`config.mk`:
```
export PLATFORM = sky130hd
export DESIGN_NAME = fifo_rr_drain_arb
export DESIGN_NICKNAME = d
export VERILOG_FILES = /design/src/rtl/fifo_rr_drain_arb.sv
export SDC_FILE = /design/constraint.sdc
export NUM_CORES = 1
export LEC_CHECK = 0
export CAP_MARGIN = 40
export CORE_UTILIZATION = 42
export CTS_CLUSTER_DIAMETER = 120
export CTS_CLUSTER_SIZE = 25
export DETAILED_ROUTE_END_ITERATION = 16
export GPL_ROUTABILITY_DRIVEN = 0
export HOLD_SLACK_MARGIN = 0.03
export PLACE_DENSITY = 0.85
export SLEW_MARGIN = 10
export SYNTH_ARGS = -nofsm -noshare
export SYNTH_HDL_FRONTEND = slang
export SYNTH_SLANG_ARGS = --single-unit
```
`constraint.sdc`:
```
create_clock -name clk -period 2.6 [get_ports clk]
set_input_delay 0.39 -clock clk [delete_from_list [all_inputs] [get_ports clk]]
set_output_delay 0.39 -clock clk [all_outputs]
set_load 0.02 [all_outputs]
```
`src/rtl/fifo_rr_drain_arb.sv`:
```
// ---------------------------------------------------------------------------
// fifo_rr_drain_arb
//
// Round-robin read scheduler that drains NUM_CH synchronous FIFOs into one
// valid/ready output stream. Each FIFO is read through its read_en/empty/
// data_out pins; data_out is registered inside the FIFO and is valid one
// cycle after the accepted read strobe.
//
// Handshake: m_valid rises only once a word has been captured. While
// m_valid=1 and m_ready=0, m_data and m_ch are held. A word is transferred
// on every rising edge where m_valid && m_ready. m_ready is ignored while
// m_valid=0.
//
// Ports:
//   clk           clock, rising edge
//   rst_n         asynchronous active-low reset
//   arb_en        permits new grants (an in-flight transfer always finishes)
//   fifo_empty    per-channel empty flags
//   fifo_data     per-channel data_out, channel i at [i*DATA_WIDTH +: DATA_WIDTH]
//   fifo_read_en  one-hot read strobe, only asserted in ISSUE
//   m_valid/m_ready/m_data/m_ch  output stream and source channel
//   busy          high whenever the FSM is not idle
//   dbg_state     current FSM state (IDLE=0, ISSUE=1, WAIT=2, OUT=3)
//
// Optional build macro FIFO_RR_DRAIN_ARB_CNT_EN adds:
//   xfer_cnt [15:0]   wrapping count of output handshakes
//   ch_stall [NUM_CH-1:0]  channel non-empty for 64 cycles without a grant
// ---------------------------------------------------------------------------
module fifo_rr_drain_arb #(
    parameter int DATA_WIDTH = 8,
    parameter int NUM_CH     = 4,
    parameter int CH_W       = $clog2(NUM_CH)
) (
    input  logic                         clk,
    input  logic                         rst_n,
    input  logic                         arb_en,
    input  logic [NUM_CH-1:0]            fifo_empty,
    input  logic [NUM_CH*DATA_WIDTH-1:0] fifo_data,
    output logic [NUM_CH-1:0]            fifo_read_en,
    output logic                         m_valid,
    input  logic                         m_ready,
    output logic [DATA_WIDTH-1:0]        m_data,
    output logic [CH_W-1:0]              m_ch,
    output logic                         busy,
    output logic [1:0]                   dbg_state
`ifdef FIFO_RR_DRAIN_ARB_CNT_EN
    ,output logic [15:0]                 xfer_cnt
    ,output logic [NUM_CH-1:0]           ch_stall
`endif
);

    typedef enum logic [1:0] {
        IDLE  = 2'd0,
        ISSUE = 2'd1,
        WAIT  = 2'd2,
        OUT   = 2'd3
    } state_t;

    state_t                r_state;
    state_t                w_next_state;
    logic [CH_W-1:0]       r_grant;
    logic [CH_W-1:0]       r_last_grant;
    logic                  r_m_valid;
    logic [DATA_WIDTH-1:0] r_m_data;
    logic [CH_W-1:0]       r_m_ch;

    logic                  w_any;
    logic                  w_found;
    logic [CH_W-1:0]       w_pick;
    logic [CH_W-1:0]       w_idx;
    logic                  w_grant_evt;
    logic [NUM_CH-1:0]     w_onehot;
    logic [DATA_WIDTH-1:0] w_sel;

    assign w_any       = ~(&fifo_empty);
    assign w_grant_evt = (r_state == IDLE) && arb_en && w_any;

    // Rotating priority search: candidates are last_grant+1 .. last_grant+NUM_CH
    // taken modulo NUM_CH, so non-power-of-two channel counts wrap correctly.
    always_comb begin
        w_pick  = r_last_grant;
        w_found = 1'b0;
        w_idx   = '0;
        for (int k = 1; k <= NUM_CH; k++) begin
            w_idx = CH_W'((int'(r_last_grant) + k) % NUM_CH);
            if (!w_found && !fifo_empty[w_idx]) begin
                w_pick  = w_idx;
                w_found = 1'b1;
            end
        end
    end

    // Data mux for the granted channel.
    always_comb begin
        w_sel = '0;
        for (int i = 0; i < NUM_CH; i++) begin
            if (r_grant == CH_W'(i)) begin
                w_sel = fifo_data[i*DATA_WIDTH +: DATA_WIDTH];
            end
        end
    end

    assign w_onehot = {{(NUM_CH-1){1'b0}}, 1'b1} << r_grant;

    always_comb begin
        w_next_state = r_state;
        fifo_read_en = '0;
        case (r_state)
            IDLE: begin
                if (w_grant_evt) begin
                    w_next_state = ISSUE;
                end
            end
            ISSUE: begin
                // A granted FIFO that reads empty here is abandoned without a strobe.
                if (fifo_empty[r_grant]) begin
                    w_next_state = IDLE;
                end else begin
                    fifo_read_en = w_onehot;
                    w_next_state = WAIT;
                end
            end
            WAIT: begin
                w_next_state = OUT;
            end
            OUT: begin
                if (r_m_valid && m_ready) begin
                    w_next_state = IDLE;
                end
            end
            default: w_next_state = IDLE;
        endcase
    end

    always_ff @(posedge clk or negedge rst_n) begin
        if (!rst_n) begin
            r_state      <= IDLE;
            r_grant      <= '0;
            r_last_grant <= CH_W'(NUM_CH - 1);
            r_m_valid    <= 1'b0;
            r_m_data     <= '0;
            r_m_ch       <= '0;
        end else begin
            r_state <= w_next_state;
            if (w_grant_evt) begin
                r_grant      <= w_pick;
                r_last_grant <= w_pick;
            end
            if (r_state == WAIT) begin
                r_m_data  <= w_sel;
                r_m_ch    <= r_grant;
                r_m_valid <= 1'b1;
            end else if (r_state == OUT && m_ready) begin
                r_m_valid <= 1'b0;
            end
        end
    end

    assign m_valid   = r_m_valid;
    assign m_data    = r_m_data;
    assign m_ch      = r_m_ch;
    assign busy      = (r_state != IDLE);
    assign dbg_state = r_state;

`ifdef FIFO_RR_DRAIN_ARB_CNT_EN
    logic [15:0]       r_xfer_cnt;
    logic [NUM_CH-1:0] r_ch_stall;
    logic [5:0]        r_stall_cnt [NUM_CH];

    always_ff @(posedge clk or negedge rst_n) begin
        if (!rst_n) begin
            r_xfer_cnt <= '0;
            r_ch_stall <= '0;
            for (int i = 0; i < NUM_CH; i++) begin
                r_stall_cnt[i] <= '0;
            end
        end else begin
            if (r_m_valid && m_ready) begin
                r_xfer_cnt <= r_xfer_cnt + 16'd1;
            end
            // Saturating wait counter per channel; the 64th consecutive
            // non-empty cycle without a grant raises the stall flag.
            for (int i = 0; i < NUM_CH; i++) begin
                if (w_grant_evt && (w_pick == CH_W'(i))) begin
                    r_stall_cnt[i] <= '0;
                    r_ch_stall[i]  <= 1'b0;
                end else if (fifo_empty[i]) begin
                    r_stall_cnt[i] <= '0;
                end else if (r_stall_cnt[i] != 6'd63) begin
                    r_stall_cnt[i] <= r_stall_cnt[i] + 6'd1;
                end else begin
                    r_ch_stall[i] <= 1'b1;
                end
            end
        end
    end

    assign xfer_cnt = r_xfer_cnt;
    assign ch_stall = r_ch_stall;
`endif

endmodule

```
* After elaboration in Yosys (flattened, before gate mapping) *
Cells that the tools add are included.

word-level totals
  bits of input ports = 40
  register bits after elaboration = 17

operators by class
  equality and inequality tests = 8
  shift operators = 1
  reductions and logical operators = 18
  $lt $le $gt $ge = 5
  add/subtract/negate cells = 4
  bitwise gates (word level) = 1
  mux-type cells = 29

operator list
  kind                   number
  $mux W8                4
  $lt A2 B3 Y1 const B   5
  $mux W2                7
  $bmux W1 S2            5
  $mux W1                10
  $eq A2 B2 Y1 const B   4
  $mux W4                2
  $pmux W2 S4            1
  $logic_and A1 B1 Y1    7
  $logic_not A1 Y1       5
  $add A2 B1 Y2 const B  2
  $add A2 B2 Y2 const B  2
  $eq A2 B1 Y1 const B   2
  $logic_not A2 Y1       2
  $ne A2 B2 Y1 const B   2
  $reduce_and A4 Y1      1
  $reduce_bool A2 Y1     2
  $shl A1 B2 Y4 const A  1
  $reduce_and A2 Y1      1
  $not A1 Y1             1

* Logic depth before layout (Yosys ltp) *
Gate-level depths: netlist (run 1).

  depth in word-level cells = 12
  gate-level depth with buffers = 5
  mapped depth without buffers = 4

* Worst setup path after synthesis (run 1) *
OpenSTA, ideal clock, no wires.

  path type = register -> output
  start point = register (tool-made name)
  end point = output port fifo_read_en[3]
  data required time = 2.210 ns
  path buffers = 0
  data arrival time = 1.523 ns
  slack = 0.687 ns
  cell stages (with the launch flop) = 4
  path through = dfrtp_1 -> nand2b_1 -> or2_2 -> nor3b_1

RTL lines
  item       RTL line  text
  to (decl)  39        output logic [NUM_CH-1:0] fifo_read_en,

* Final worst setup path (run 1) *
  start point = register r_state[0], in the netlist dbg_state[0]
  end point = output port fifo_read_en[3]

on the way
  word-level cells in the longest chain between the ends = 2

ends and longest elaborated chain
  item                    RTL line  text
  from (decl)             59        state_t r_state;
  from (signal assigned)  144       r_state <= w_next_state;
  $eq A2 B1 Y1            108       case (r_state)
  $mux W4                 108

Every way passes these cells.

==> results of run 1 <==
-- cell type report --
type / instances / area (sq um)
Sequential cell: 17 / 428
Clock buffer: 3 / 22.5
Clock inverter: 1 / 5.00
Fill cell: 175 / 624
Timing Repair Buffer: 61 / 601
Tap cell: 28 / 35.0
Inverter: 1 / 3.75
Multi-Input combinational cell: 60 / 599
-- state kept, by name, indices dropped and copies added (netlist names), named ones only --
register      flops
dbg_state         1
m_ch              2
m_data            8
m_valid           1
r_grant           2
r_last_grant      2
-- logic make-up (layout without fill, tap and decap cells) --
kind of cell	count (synthesis)	count (layout)	synth area share [%]
XOR/XNOR	1	1	0.813
AO/OA/AOI/OAI	17	17	10.5
AND/OR/NAND/NOR	23	23	12.3
multiplexers	19	19	32.1
buffers and inverters	7	66	4.65
flip-flops	17	17	39.7
-- worst paths after layout --
kind                                    to  slack (ns)          from  depth (start not counted)
min                              m_data[4]        0.52     m_data[4]                          1
max                        fifo_read_en[3]        0.20  dbg_state[0]                          4
max in group asynchronous     dbg_state[0]        1.58         rst_n                          1
max reg2reg                      m_data[2]        0.93    r_grant[0]                          3
min reg2reg                      m_data[4]        0.52     m_data[4]                          1
min in group asynchronous        m_data[5]        0.53         rst_n                          1
-- metrics by stage --
| step | hold WS [ns] | setup WS [ns] | instances | utilization [%] |
|---|---|---|---|---|
| 2_1_floorplan | 0.0944 | 0.687 | 84 | - |
| 3_3_place_gp | 0.487 | 0.332 | 167 | 71.9 |
| 3_5_place_dp | 0.491 | 0.262 | 167 | 71.9 |
| 4_1_cts | 0.518 | 0.195 | 171 | 73.1 |
| 5_1_grt | 0.538 | 0.0882 | 171 | 73.1 |
| 6_report | 0.519 | 0.202 | 171 | 73.1 |
-- Yosys cell counts, drive strengths merged (2+ instances only) --
library cell  number
a21oi              3
mux4               9
buf                6
mux2              10
nor2               2
or2                2
o21bai             3
nor2b              3
nand3              3
dfrtp             15
o21ai              5
nand2              5
dfstp              2
-- power by group --
group          switching, mW  internal (mW)
clock network         0.0927         0.0574
logic                  0.459          0.613
registers              0.122          0.416
total                  0.674           1.09
-- per-layer routing --
layer  global-route usage (%)  share of wire [%]
met1                     26.5                 44
met2                     36.1                 46
met3                     6.67                8.9
met4                     7.46                1.0
met5                        0                  0
==> qor.csv, run 1 <==
metric,value,unit
H-tree Lvls,1,
synthesis-to-layout area growth,57.3,%
"Max FO, Critical Path",7,
TritonCTS clock tree,built,
die area,2770,sq um
crit-path cells,nand2b_1 -> or2_2 -> nor3b_1 -> clkdlybuf4s50_1,
initial core utilization,46.5,%
Post-synth EDFFs,0,
GRT overflow,0,
final hold vios,0,
critical path arrival,2.01,ns
Worst Setup Start Kind,flop,
Die Ht,52.6,um
largest area contributor in the netlist,dfrtp_1,
dpl cell area,1670,sq um
max frequency,417,MHz
wire length per cell,16.0,um
DRT Pass-1 Iters,4,
worst stage delay on the critical path,0.63,ns
Cells after Synth,84,
unrepaired setup endpoints after global routing,no,
#FFs+latches synth,17,
Most used DFF post-synth,dfrtp_1,
sequential share of the synthesized area,39.7,%
Yosys top cell area share,34.8,%
Post-CTS Setup Bufs,0,
CTS clock-pin slew for the worst setup and hold paths,0.11,ns
PostCTS Resize Cnt,0,
Setup CP Type,flop to primary output,
DRT iter0 DRCs,19,
worst path required time,2.21,ns
fin area,1690,sq um
cell row count,17,
Syn Nets,124,
Slowest cell on crit path,clkdlybuf4s50_1,
total I/O pin count,58,
HP Class,flop to flop,
Routed WL,2730,um
Worst Tran Pin Value,0.781,ns
"commonest non-fill, non-tap cell in the layout",clkdlybuf4s50_1,
fin. max-slew vios,0,
warnings from Yosys,0,
mapped cell area,1080,sq um
vias in the first global route,918,
Max-Cap Viols,0,
dpl hpwl,2130,um
Remaining DRCs,0,
port bufs,57,
TritonCTS Buffers,3,
DRT antenna net count,0,
total chip power,1.76,mW
final setup vio count,0,
largest net degree at the start of global routing,18,
Clock Latency Late Sink,0.30,ns
Unique masters post-synth,33,
P per Cell Area,1040,nW/um^2
clk sinks,17,
global-route wire length before repair,4290,um
Die W,52.6,um
crit end category,primary output,
antenna diode count,0,
static leakage,0.667,nW
Final min period,2.40,ns
share of layout cells above drive strength 1,18.9,%
Root Buffer,clkbuf_4,
outcome,"complete, no violations",
Slew HR,47.8,%
GR Util All Layers,21.8,%
CTS Hold Buffers Added,0,
most frequent cells in the layout,"clkdlybuf4s50_1 (57), dfrtp_1 (15), mux2_2 (7)",
syn avg cell area,12.8,sq um
Synth async-reset ratio,100,%
"CP delay by family, top",buffers and inverters,
Final Cycle Share,92.2,%
CP bufs+invs,1,
Final Skew,0.00383,ns
synth top area cells,"dfrtp_1 (35%), mux4_1 (12%), mux4_2 (8.4%), mux2_2 (7.3%), dfstp_2 (4.9%)",
total negative slack,0,ns
Core ar.,2320,sq um
Longest Clk Path Bufs,2,
Post-layout nets,184,
vias per inst,5.64,
initial antenna violation count,0,
Via Count,964,
Worst VDD drop,0.826,mV
Power figures use the tool's default switching activity.
==> run 2: changes to the inputs <==
CELL_PAD_IN_SITES_DETAIL_PLACEMENT = 1   (was not set)
CELL_PAD_IN_SITES_GLOBAL_PLACEMENT = 1   (was not set)
CORE_ASPECT_RATIO = 2   (was not set)
CORE_UTILIZATION = 31   (was 42)
CTS_CLUSTER_SIZE = not set   (was 25)
PLACE_DENSITY = not set   (was 0.85)
PLACE_DENSITY_LB_ADDON = 0.1   (was not set)
==> qor.csv, run 2 (synthesis results as in run 1) <==
metric,value,unit,change
Max-Cap Viols,0,,unchanged
static leakage,0.676,nW,+1.5%
TritonCTS clock tree,built,,
crit end category,primary output,,
clk sinks,17,,unchanged
fin. max-slew vios,0,,unchanged
Via Count,988,,+2.5%
global-route wire length before repair,4880,um,+14%
total negative slack,0,ns,unchanged
DRT Pass-1 Iters,10,,+6
"commonest non-fill, non-tap cell in the layout",clkdlybuf4s50_1,,
total chip power,1.82,mW,+3.5%
GRT overflow,0,,unchanged
Final Cycle Share,90.9,%,-1.4 points
post-route insts no fill,176,,+2.9%
CTS clock-pin slew for the worst setup and hold paths,0.07,ns,-0.04 ns
DRT iter0 DRCs,20,,+1
CTS Hold Buffers Added,0,,unchanged
Routed WL,3120,um,+14%
Slew HR,45.4,%,-2.4 points
P per Cell Area,1060,nW/um^2,+1.7%
Worst Setup Start Kind,flop,,
vias in the first global route,1043,,+14%
GR Util All Layers,17.6,%,-4.1 points
Worst Tran Pin Value,0.816,ns,+0.0353 ns
Die Ht,85.4,um,+62%
# fillers,370,,+110%
largest net degree at the start of global routing,18,,unchanged
failing checks,design-rule violations,,
PostCTS Resize Cnt,0,,unchanged
critical path arrival,1.97,ns,-0.04 ns
synthesis-to-layout area growth,60.0,%,
final setup vio count,0,,unchanged
initial core utilization,32.2,%,-14 points
Remaining DRCs,7,,+7
Die W,43.7,um,-17%
HP Class,flop to flop,,
TritonCTS Buffers,3,,unchanged
Final Skew,0.00241,ns,-0.00142 ns
Core ar.,3340,sq um,+44%
wire length per cell,17.7,um,+11%
die area,3730,sq um,+35%
"Max FO, Critical Path",7,,unchanged
number of instances in the placed design,172,,+3.0%
Worst VDD drop,0.469,mV,-43%
dpl hpwl,2480,um,+16%
cell row count,30,,+13
Clock Latency Late Sink,0.24,ns,-0.06 ns
unrepaired setup endpoints after global routing,no,,
Post-layout nets,185,,+0.54%
port bufs,57,,unchanged
worst path required time,2.21,ns,about the same
Longest Clk Path Bufs,2,,unchanged
most frequent cells in the layout,"clkdlybuf4s50_1 (57), dfrtp_1 (15), mux2_2 (7)",,
max frequency,423,MHz,+1.5%
Final Core Density,51.6,%,-21 points
outcome,"complete, but fails checks",,
DRT antenna net count,0,,unchanged
flip-flop count of the largest register after layout,8,,unchanged
total I/O pin count,58,,unchanged
Post-CTS Setup Bufs,0,,unchanged
final hold vios,0,,unchanged
Root Buffer,clkbuf_8,,
initial antenna violation count,0,,unchanged
H-tree Lvls,1,,unchanged
Min Hold Slack,0.509,ns,-0.00993 ns
Final min period,2.36,ns,-0.0356 ns
Setup CP Type,flop to primary output,,
share of layout cells above drive strength 1,18.8,%,-0.13 points
vias per inst,5.61,,-0.42%
antenna diode count,0,,unchanged
## run 2: metal layers
metal / vias up / part of all wire, % / wire length (um) / GRT usage (%)
met5: - / 0 / 0 / 0
met2: 30 / 63 / 1960 / 36.6
met4: 0 / 0.87 / 27 / 5.11
li1: 445 / - / - / -
met3: 2 / 5.6 / 174 / 1.49
met1: 511 / 31 / 957 / 16.5
## run 2: stage by stage
step	instance area [sq um]	worst slack, ns
4_1_cts	1720	0.206
6_report	1720	0.237
5_1_grt	1720	0.119
3_3_place_gp	1680	0.404
3_5_place_dp	1680	0.372
2_1_floorplan	1080	0.687
## run 2: power by group
part | internal, mW | total, mW | switching [mW]
clock network | 0.108 | 0.193 | 0.0846
logic | 0.614 | 1.09 | 0.471
registers | 0.417 | 0.543 | 0.126
total | 1.14 | 1.82 | 0.682
## run 2: layout make-up
type                       count  area [sq um]  area share, %
multi-input combinational     60           599           34.8
inverter                       1          3.75          0.218
clock buffer                   4          45.0           2.61
sequential                    17           428           24.8
timing repair buffer          62           608           35.3
tap                           32          40.0           2.32
## run 2: critical path, cell delays in order, from the launching register on
cell and delay, ns:
dfrtp_1 0.45, nand2b_1 0.14, or2_2 0.31, nor3b_1 0.19, clkdlybuf4s50_1 0.64
## run 2: final timing paths
check	from	to	slack, ns	depth (start not counted)
setup / recovery	dbg_state[0]	fifo_read_en[3]	0.24	4
hold / removal	m_data[6]	m_data[6]	0.51	1
setup reg to reg	r_grant[0]	m_data[3]	0.96	3
hold reg to reg	m_data[6]	m_data[6]	0.51	1
max in group asynchronous	rst_n	m_ch[1]	1.48	1
min in group asynchronous	rst_n	m_data[6]	0.62	1
==> run 3: changes to the inputs <==
CORE_UTILIZATION = 29   (was 31)
clock period = 2.32 ns   (was 2.6 ns; I/O delays follow)
==> qor.csv, run 3 (synthesis results as in run 1) <==
metric,value,unit,change
outcome,"complete, no violations",,
unrepaired setup endpoints after global routing,no,,
Die W,45.1,um,+3.2%
"Max FO, Critical Path",4,,-3
Worst Tran Pin Value,0.392,ns,-0.424 ns
worst path required time,1.97,ns,-0.24 ns
Multi-input gate area,599,sq um,unchanged
DRT Pass-1 Iters,4,,-6
# fillers,418,,+13%
Die Ht,88.2,um,+3.3%
CTS clock-pin slew for the worst setup and hold paths,0.06,ns,about the same
GR Util All Layers,18.5,%,+0.82 points
dpl cell area,1730,sq um,+3.1%
share of layout cells above drive strength 1,20.9,%,+2.2 points
HP Class,input pin to asynchronous set/reset pin,,
final hold vios,0,,unchanged
fin area,1770,sq um,+2.9%
TritonCTS clock tree,built,,
static leakage,0.700,nW,+3.5%
Worst VDD drop,0.501,mV,+7.0%
final setup vio count,0,,unchanged
Routed WL,3270,um,+5.1%
DRT antenna net count,0,,unchanged
Via Count,984,,-0.40%
Worst Setup Start Kind,flop,,
fin. max-slew vios,0,,unchanged
vias per inst,4.99,,-11%
initial core utilization,30.2,%,-2.1 points
GRT overflow,0,,unchanged
TritonCTS Buffers,3,,unchanged
number of instances in the placed design,193,,+12%
most frequent cells in the layout,"clkdlybuf4s50_1 (56), dfrtp_1 (15), buf_4 (9)",,
max frequency,443,MHz,
register area,428,sq um,unchanged
Root Buffer,clkbuf_8,,
CTS Hold Buffers Added,0,,unchanged
crit end category,primary output,,
Final Skew,0.00236,ns,-0.0000461 ns
P per Cell Area,1160,nW/um^2,+9.6%
dpl hpwl,2620,um,+6.0%
die area,3980,sq um,+6.6%
total negative slack,0,ns,unchanged
"commonest non-fill, non-tap cell in the layout",clkdlybuf4s50_1,,
H-tree Lvls,1,,unchanged
largest net degree at the start of global routing,18,,unchanged
port bufs,57,,unchanged
antenna diode count,0,,unchanged
total I/O pin count,58,,unchanged
Clock Latency Late Sink,0.25,ns,about the same
clk sinks,17,,unchanged
synthesis-to-layout area growth,64.7,%,
flip-flop count of the largest register after layout,8,,unchanged
Min Hold Slack,0.431,ns,-0.0779 ns
cell row count,31,,+3.3%
Slew HR,73.8,%,+28 points
"reg-to-reg slack, setup",0.63,ns,-0.33 ns
global-route wire length before repair,5300,um,+8.6%
Post-layout nets,189,,+2.2%
Setup CP Type,flop to primary output,,
post-route insts no fill,197,,+12%
Final min period,2.26,ns,
DRT iter0 DRCs,8,,-60%
vias in the first global route,1112,,+6.6%
Core ar.,3570,sq um,+6.8%
Final Cycle Share,97.3,%,
initial antenna violation count,0,,unchanged
Max-Cap Viols,0,,unchanged
Remaining DRCs,0,,-7
wire length per cell,16.6,um,-6.1%
Longest Clk Path Bufs,2,,unchanged
critical path arrival,1.91,ns,-0.06 ns
[run 3: cell count changes in the layout (fill, tap and decap cells not counted)]
cell	before	now
buf_4	5	9
clkdlybuf4s50_1	57	56
dlygate4sd2_1	0	1
[run 3: metal layers]
layer / part of all wire, % / track usage (%) / vias up
li1: - / - / 455
met1: 36 / 19.6 / 487
met2: 57 / 34.8 / 38
met3: 5.1 / 2.27 / 4
met4: 1.4 / 7.16 / 0
met5: 0 / 0 / -
[run 3: final timing paths]
check / cells past startpoint / startpoint / to
min in group clk: 1 / m_data[6] / m_data[6]
max in group asynchronous: 2 / rst_n / r_last_grant[1]
hold / removal: 2 / rst_n / m_data[6]
hold reg to reg: 1 / m_data[6] / m_data[6]
setup reg to reg: 3 / r_grant[0] / m_data[3]
setup / recovery: 4 / flop / fifo_read_en[2]
[run 3: final cells by class]
type | instances | area share (%)
clock buffer | 4 | 2.54
inverter | 1 | 0.212
multi-input combinational | 60 | 33.8
sequential | 17 | 24.1
tap | 49 | 3.46
timing repair buffer | 66 | 35.9
[run 3: worst max-delay path, cell delays in order (launching register included)]
cell             delay, ns
dfrtp_1               0.37
nand2b_1              0.20
or2_2                 0.31
nor3_1                0.14
clkdlybuf4s50_1       0.63
[run 3: what timing repair did]
item | CTS | global route
gates resized for setup | 1 | 0
buffers inserted | 0 | 0
endpoints found under the setup margin | 1 | 0
[run 3: per-stage QoR]
step           power, mW  setup WS [ns]  util, %
5_1_grt             2.19        0.00583     49.7
3_5_place_dp        1.85          0.182     48.5
2_1_floorplan       1.36          0.449        -
6_report            2.05         0.0622     49.7
3_3_place_gp        1.82          0.253     48.5
4_1_cts             2.09         0.0461     49.7
[run 3: where the power goes]
group	leakage, nW	internal [mW]	switching [mW]
Combinational	0.479	0.702	0.540
Sequential	0.198	0.467	0.124
Clock	0.0228	0.122	0.0989
Total	0.700	1.29	0.763
